--- config.mk ---
export PLATFORM = sky130hd
export DESIGN_NAME = id_scoreboard
export DESIGN_NICKNAME = d
export VERILOG_FILES = /design/src/rtl/id_scoreboard.sv
export SDC_FILE = /design/constraint.sdc
export NUM_CORES = 1
export LEC_CHECK = 0
export BUFFER_PORTS_ARGS = -buffer_cell sky130_fd_sc_hd__buf_2
export CAP_MARGIN = 10
export CORE_MARGIN = 2
export CORE_UTILIZATION = 60
export CTS_CLUSTER_SIZE = 10
export DETAILED_ROUTE_END_ITERATION = 10
export GPL_ROUTABILITY_DRIVEN = 1
export PLACE_DENSITY = 0.82
export SLEW_MARGIN = 20
export SYNTH_ARGS = -nofsm -noshare
export SYNTH_HDL_FRONTEND = slang
export SYNTH_SLANG_ARGS = --single-unit
--- constraint.sdc ---
create_clock -name clk -period 4.2 [get_ports clk]
set_input_delay 0 -clock clk [delete_from_list [all_inputs] [get_ports clk]]
set_output_delay 0 -clock clk [all_outputs]
set_load 0.005 [all_outputs]
--- src/rtl/id_scoreboard.sv ---
// Register scoreboard / issue controller between decode and execute.
// Optional macro ID_SCB_WB_BYPASS_EN: hazards see post-writeback counts (regfile forwards wb data).
module id_scoreboard #(
    parameter int unsigned PEND_W    = 2,
    parameter int unsigned MAX_OUTST = 4
) (
    input  logic        clk,
    input  logic        rst_n,
    input  logic        id_valid_i,
    input  logic        rs1_r_ena_i,
    input  logic [4:0]  rs1_r_addr_i,
    input  logic        rs2_r_ena_i,
    input  logic [4:0]  rs2_r_addr_i,
    input  logic        rd_w_ena_i,
    input  logic [4:0]  rd_w_addr_i,
    input  logic        ex_ready_i,
    input  logic        wb_ena_i,
    input  logic [4:0]  wb_addr_i,
    input  logic        flush_i,
    output logic        issue_o,
    output logic        stall_o,
    output logic [31:0] busy_vec_o,
    output logic [4:0]  outstanding_o,
    output logic        wb_err_o
);

    localparam int unsigned NREG  = 32;
    localparam int unsigned TOT_W = 5;
    localparam logic [PEND_W-1:0] CNT_MAX = {PEND_W{1'b1}};
    localparam logic [TOT_W-1:0]  TOT_LIM = TOT_W'(MAX_OUTST);

    // Entry 0 exists only to make address-0 lookups read as zero; it is never written.
    logic [PEND_W-1:0] cnt_q [NREG];
    logic [PEND_W-1:0] cnt_d [NREG];
    logic [TOT_W-1:0]  tot_q, tot_d;
    logic              wb_err_q, wb_err_d;

    logic              wb_hit, wb_dec, inc, haz;
    logic [PEND_W-1:0] rs1_cnt, rs2_cnt, rd_cnt;
    logic [TOT_W-1:0]  tot_eff;

    assign wb_hit = wb_ena_i && (wb_addr_i != 5'd0);
    assign wb_dec = wb_hit && (cnt_q[wb_addr_i] != '0);

`ifdef ID_SCB_WB_BYPASS_EN
    // Counts as they will be after this cycle's retiring writeback.
    assign rs1_cnt = cnt_q[rs1_r_addr_i] - PEND_W'(wb_dec && (wb_addr_i == rs1_r_addr_i));
    assign rs2_cnt = cnt_q[rs2_r_addr_i] - PEND_W'(wb_dec && (wb_addr_i == rs2_r_addr_i));
    assign rd_cnt  = cnt_q[rd_w_addr_i]  - PEND_W'(wb_dec && (wb_addr_i == rd_w_addr_i));
    assign tot_eff = tot_q - TOT_W'(wb_dec);
`else
    assign rs1_cnt = cnt_q[rs1_r_addr_i];
    assign rs2_cnt = cnt_q[rs2_r_addr_i];
    assign rd_cnt  = cnt_q[rd_w_addr_i];
    assign tot_eff = tot_q;
`endif

    assign haz = (rs1_r_ena_i && (rs1_cnt != '0))
               | (rs2_r_ena_i && (rs2_cnt != '0))
               | (rd_w_ena_i  && (rd_cnt == CNT_MAX))
               | (rd_w_ena_i  && (rd_w_addr_i != 5'd0) && (tot_eff == TOT_LIM));

    assign stall_o = id_valid_i && (haz || !ex_ready_i || flush_i);
    assign issue_o = id_valid_i && !stall_o;
    assign inc     = issue_o && rd_w_ena_i && (rd_w_addr_i != 5'd0);

    // Next-state: flush wins; otherwise apply issue increment and writeback decrement.
    always_comb begin
        cnt_d    = cnt_q;
        tot_d    = tot_q;
        wb_err_d = wb_err_q;
        if (flush_i) begin
            for (int unsigned i = 0; i < NREG; i++) begin
                cnt_d[i] = '0;
            end
            tot_d = '0;
        end else begin
            for (int unsigned i = 1; i < NREG; i++) begin
                cnt_d[i] = cnt_q[i]
                         + PEND_W'(inc    && (rd_w_addr_i == 5'(i)))
                         - PEND_W'(wb_dec && (wb_addr_i   == 5'(i)));
            end
            tot_d = tot_q + TOT_W'(inc) - TOT_W'(wb_dec);
            if (wb_hit && !wb_dec) begin
                wb_err_d = 1'b1;
            end
        end
        cnt_d[0] = '0;
    end

    always_ff @(posedge clk or negedge rst_n) begin
        if (!rst_n) begin
            for (int unsigned i = 0; i < NREG; i++) begin
                cnt_q[i] <= '0;
            end
            tot_q    <= '0;
            wb_err_q <= 1'b0;
        end else begin
            for (int unsigned i = 0; i < NREG; i++) begin
                cnt_q[i] <= cnt_d[i];
            end
            tot_q    <= tot_d;
            wb_err_q <= wb_err_d;
        end
    end

    always_comb begin
        busy_vec_o = '0;
        for (int unsigned i = 1; i < NREG; i++) begin
            busy_vec_o[i] = |cnt_q[i];
        end
    end

    assign outstanding_o = tot_q;
    assign wb_err_o      = wb_err_q;

endmodule

==> results.toml <==
[cts]
cts_setup_buffers = 0
cts.clk_slew.worst_paths_ns = 0.07
clkLatencyLatePin_ns = 0.37
h-tree-depth = 3
cts_tree = "yes"
root_buffer = "clkbuf_8"
cts.sinks = 68
cts_max_path_buffers = 2
cts_made_buffers = 9

[critical_path]
timing.rr.end = "outstanding_o[4]"
reg2reg_from = "cnt_q[59]"
r2r_slack_ns = 0.36
crit_type = "reg -> reg"
crit_arrival_ns = 4.07
cp_max_fo = 4
r2r_cells = 15
critPathRequiredTime_ns = 4.42
cp-start-kind = "register"
setup.worst_path.end_class = "register"

[cells_and_area]
final_nets = 782
final_layout_size_suffix_gt1_share_pct = 18.7
stdcell_count = 824
utilization_pct = 67.2
syn_to_final_growth_pct = 9.87
fillers = 732
multi_input_area_mm2 = 0.00377
final-seq-area_mm2 = 0.00170

[synthesis]
yosysMostFrequentCell = "nor2_1"
synth_flop_cell = "dfrtp_1"
ys_top_cells_by_count = "92 x nor2_1, 73 x inv_1, 68 x dfrtp_1, 67 x ha_1, 38 x nor2b_1"
synth-seq-cells = 68
synth_area_mm2 = 0.00592
synth_nets = 732
synth-edff-count = 0
synth_largest_area_cell = "dfrtp_1"
ys_warn_count = 0
synthArstFlopShare_pct = 100
syn_area_per_cell_um2 = 9.32
synth.distinct_cells = 59
synth_area_leaders = "dfrtp_1 29%, ha_1 14%, mux4_2 11%"
synthCells = 635
seq_area_frac_synth_pct = 28.7
synth_top_area_share_pct = 28.7

[die]
num_rows = 36
fp.dieH_um = 103
dieArea_mm2 = 0.0107
start_util_pct = 61.1
num_io_pins = 69
core-area_mm2 = 0.00968
die_w_um = 103

[routing]
firstDrtPassIters = 6
ant_nets = 0
vias = 5154
routed_via_density = 6.25
drt_wl_total_um = 16400
drt_iter0_markers = 577
drc = 0
wl_per_cell_um = 19.9

[pwr]
leakagePower_nw = 3.67
ir_worst_vdd_mv = 0.277
powerDensity_mw_per_mm2 = 242

[sta]
setup_viol = 0
final_max_slew_viol_count = 0
hold_viol = 0
layout_setup_ws_ns = 0.355
rsz0062_at_grt = "no"
skew_ns = 0.0137
slew_headroom_pct = 46.6
finalSetupTns_ns = 0
worstMarginPinSlew_ns = 0.800
hold_ws_ns = 0.0154
period_share_pct = 91.5
fmax_mhz = 260
period_minus_slack_ns = 3.84

[placed_design]
dp_hpwl_um = 12300
portBuffers = 67
gp_congestion = 0.954
place_ws_ns = 0.430
dp_cells = 806

[flow_run]
drv_cap = 0

[global_route]
grt_usage_pct = 33.1
antenna_found_initial = 0
grt_max_degree = 69
grt_pass1_wl_um = 26100
overflow = 0
grt_pass1_vias = 5073

[min_path]
whs_path_depth = 3
worstHoldPathType = "in -> reg"
holdPathEnd = "wb_err_o"
worstHoldStart = "wb_ena_i"

[run_status]
status = "complete, no violations"
==> how the worst max path moves through the flow <==
stage	startpoint	slack, ns	depth (start not counted)	end
2_1_floorplan	cnt_q[59]	0.41	16	outstanding_o[4]
3_3_place_gp	cnt_q[59]	0.52	15	outstanding_o[4]
3_5_place_dp	cnt_q[59]	0.43	15	outstanding_o[4]
4_1_cts	cnt_q[59]	0.41	15	outstanding_o[4]
5_1_grt	cnt_q[59]	0.15	15	outstanding_o[4]
6_report	cnt_q[59]	0.36	15	outstanding_o[4]
==> worst max-delay path, stage by stage, from the launching register on <==
cell      delay [ns]
dfrtp_1         0.41
or2_1           0.28
mux2_2          0.30
a221oi_2        0.28
a211oi_1        0.09
o311a_1         0.46
nor4_4          0.33
nand2_1         0.09
ha_1            0.27
inv_1           0.04
ha_1            0.20
fa_1            0.40
a21o_1          0.19
a21oi_1         0.17
xnor2_1         0.13
nor2_1          0.06
==> registers in the layout, indices dropped and copies added, names as in the netlist <==
register       cells
cnt_q             62
outstanding_o      5
wb_err_o           1
==> layout make-up <==
| cell class | count | area share, % |
|---|---|---|
| sequential | 68 | 26.2 |
| clock buffer | 12 | 2.39 |
| timing repair buffer | 73 | 5.89 |
| tap | 133 | 2.56 |
| antenna | 1 | 0.0385 |
| inverter | 74 | 4.31 |
| multi-input combinational | 459 | 57.9 |
| clock inverter | 4 | 0.731 |
==> where the power goes <==
part / switching, mW / total, mW / internal, mW / leakage (nW)
Clock: 0.265 / 0.570 / 0.305 / 0.102
Combinational: 0.190 / 0.312 / 0.122 / 2.62
Sequential: 0.0182 / 0.691 / 0.673 / 0.939
Total: 0.473 / 1.57 / 1.10 / 3.67
==> layout by cell type (no fill, tap or decap), types with 5 or more instances in the layout <==
cell type	count
nor2_1	92
inv_1	73
dfrtp_1	68
ha_1	67
buf_2	67
nor2b_1	38
xor2_1	33
xnor2_1	33
mux4_2	29
nand3_1	20
nand2_1	19
nor3_1	15
nor4_1	12
clkbuf_8	11
a211oi_1	7
nand2b_1	7
nand4_1	7
mux2_2	5
buf_4	5
==> metal layers <==
layer  vias to the layer above  track usage, %  part of all wire, %
met5                         -               0                    0
met4                         0            17.1                  4.7
met3                        84            9.34                   12
met2                       373            50.6                   44
met1                      2409            43.1                   39
li1                       2288               -                    -
==> through the flow <==
| step | instance area [um^2] | power (mW) |
|---|---|---|
| 3_3_place_gp | 6290 | 0.999 |
| 3_5_place_dp | 6290 | 1.01 |
| 2_1_floorplan | 5920 | 0.907 |
| 5_1_grt | 6500 | 1.64 |
| 6_report | 6500 | 1.57 |
| 4_1_cts | 6500 | 1.57 |
==> kinds of logic (layout without fill, tap and decap cells) <==
kind of cell | Yosys count | in the layout | share of synthesized area, %
AO/OA/AOI/OAI | 51 | 51 | 6.57
XOR/XNOR | 66 | 66 | 9.77
adder cells (fa/ha/maj) | 68 | 68 | 14.5
buffers and inverters | 108 | 163 | 7.61
flip-flops | 68 | 68 | 28.7
multiplexers | 36 | 36 | 12.3
other | 1 | 2 | 0.0634
AND/OR/NAND/NOR | 237 | 237 | 20.4
==> repair_timing <==
item | in CTS | in global routing
resized for setup | 0 | 0
endpoints found under the setup margin | 0 | 0
endpoints found under the hold margin | 34 | 0
hold buffers | 1 | 0
Power figures use the tool's default switching activity.
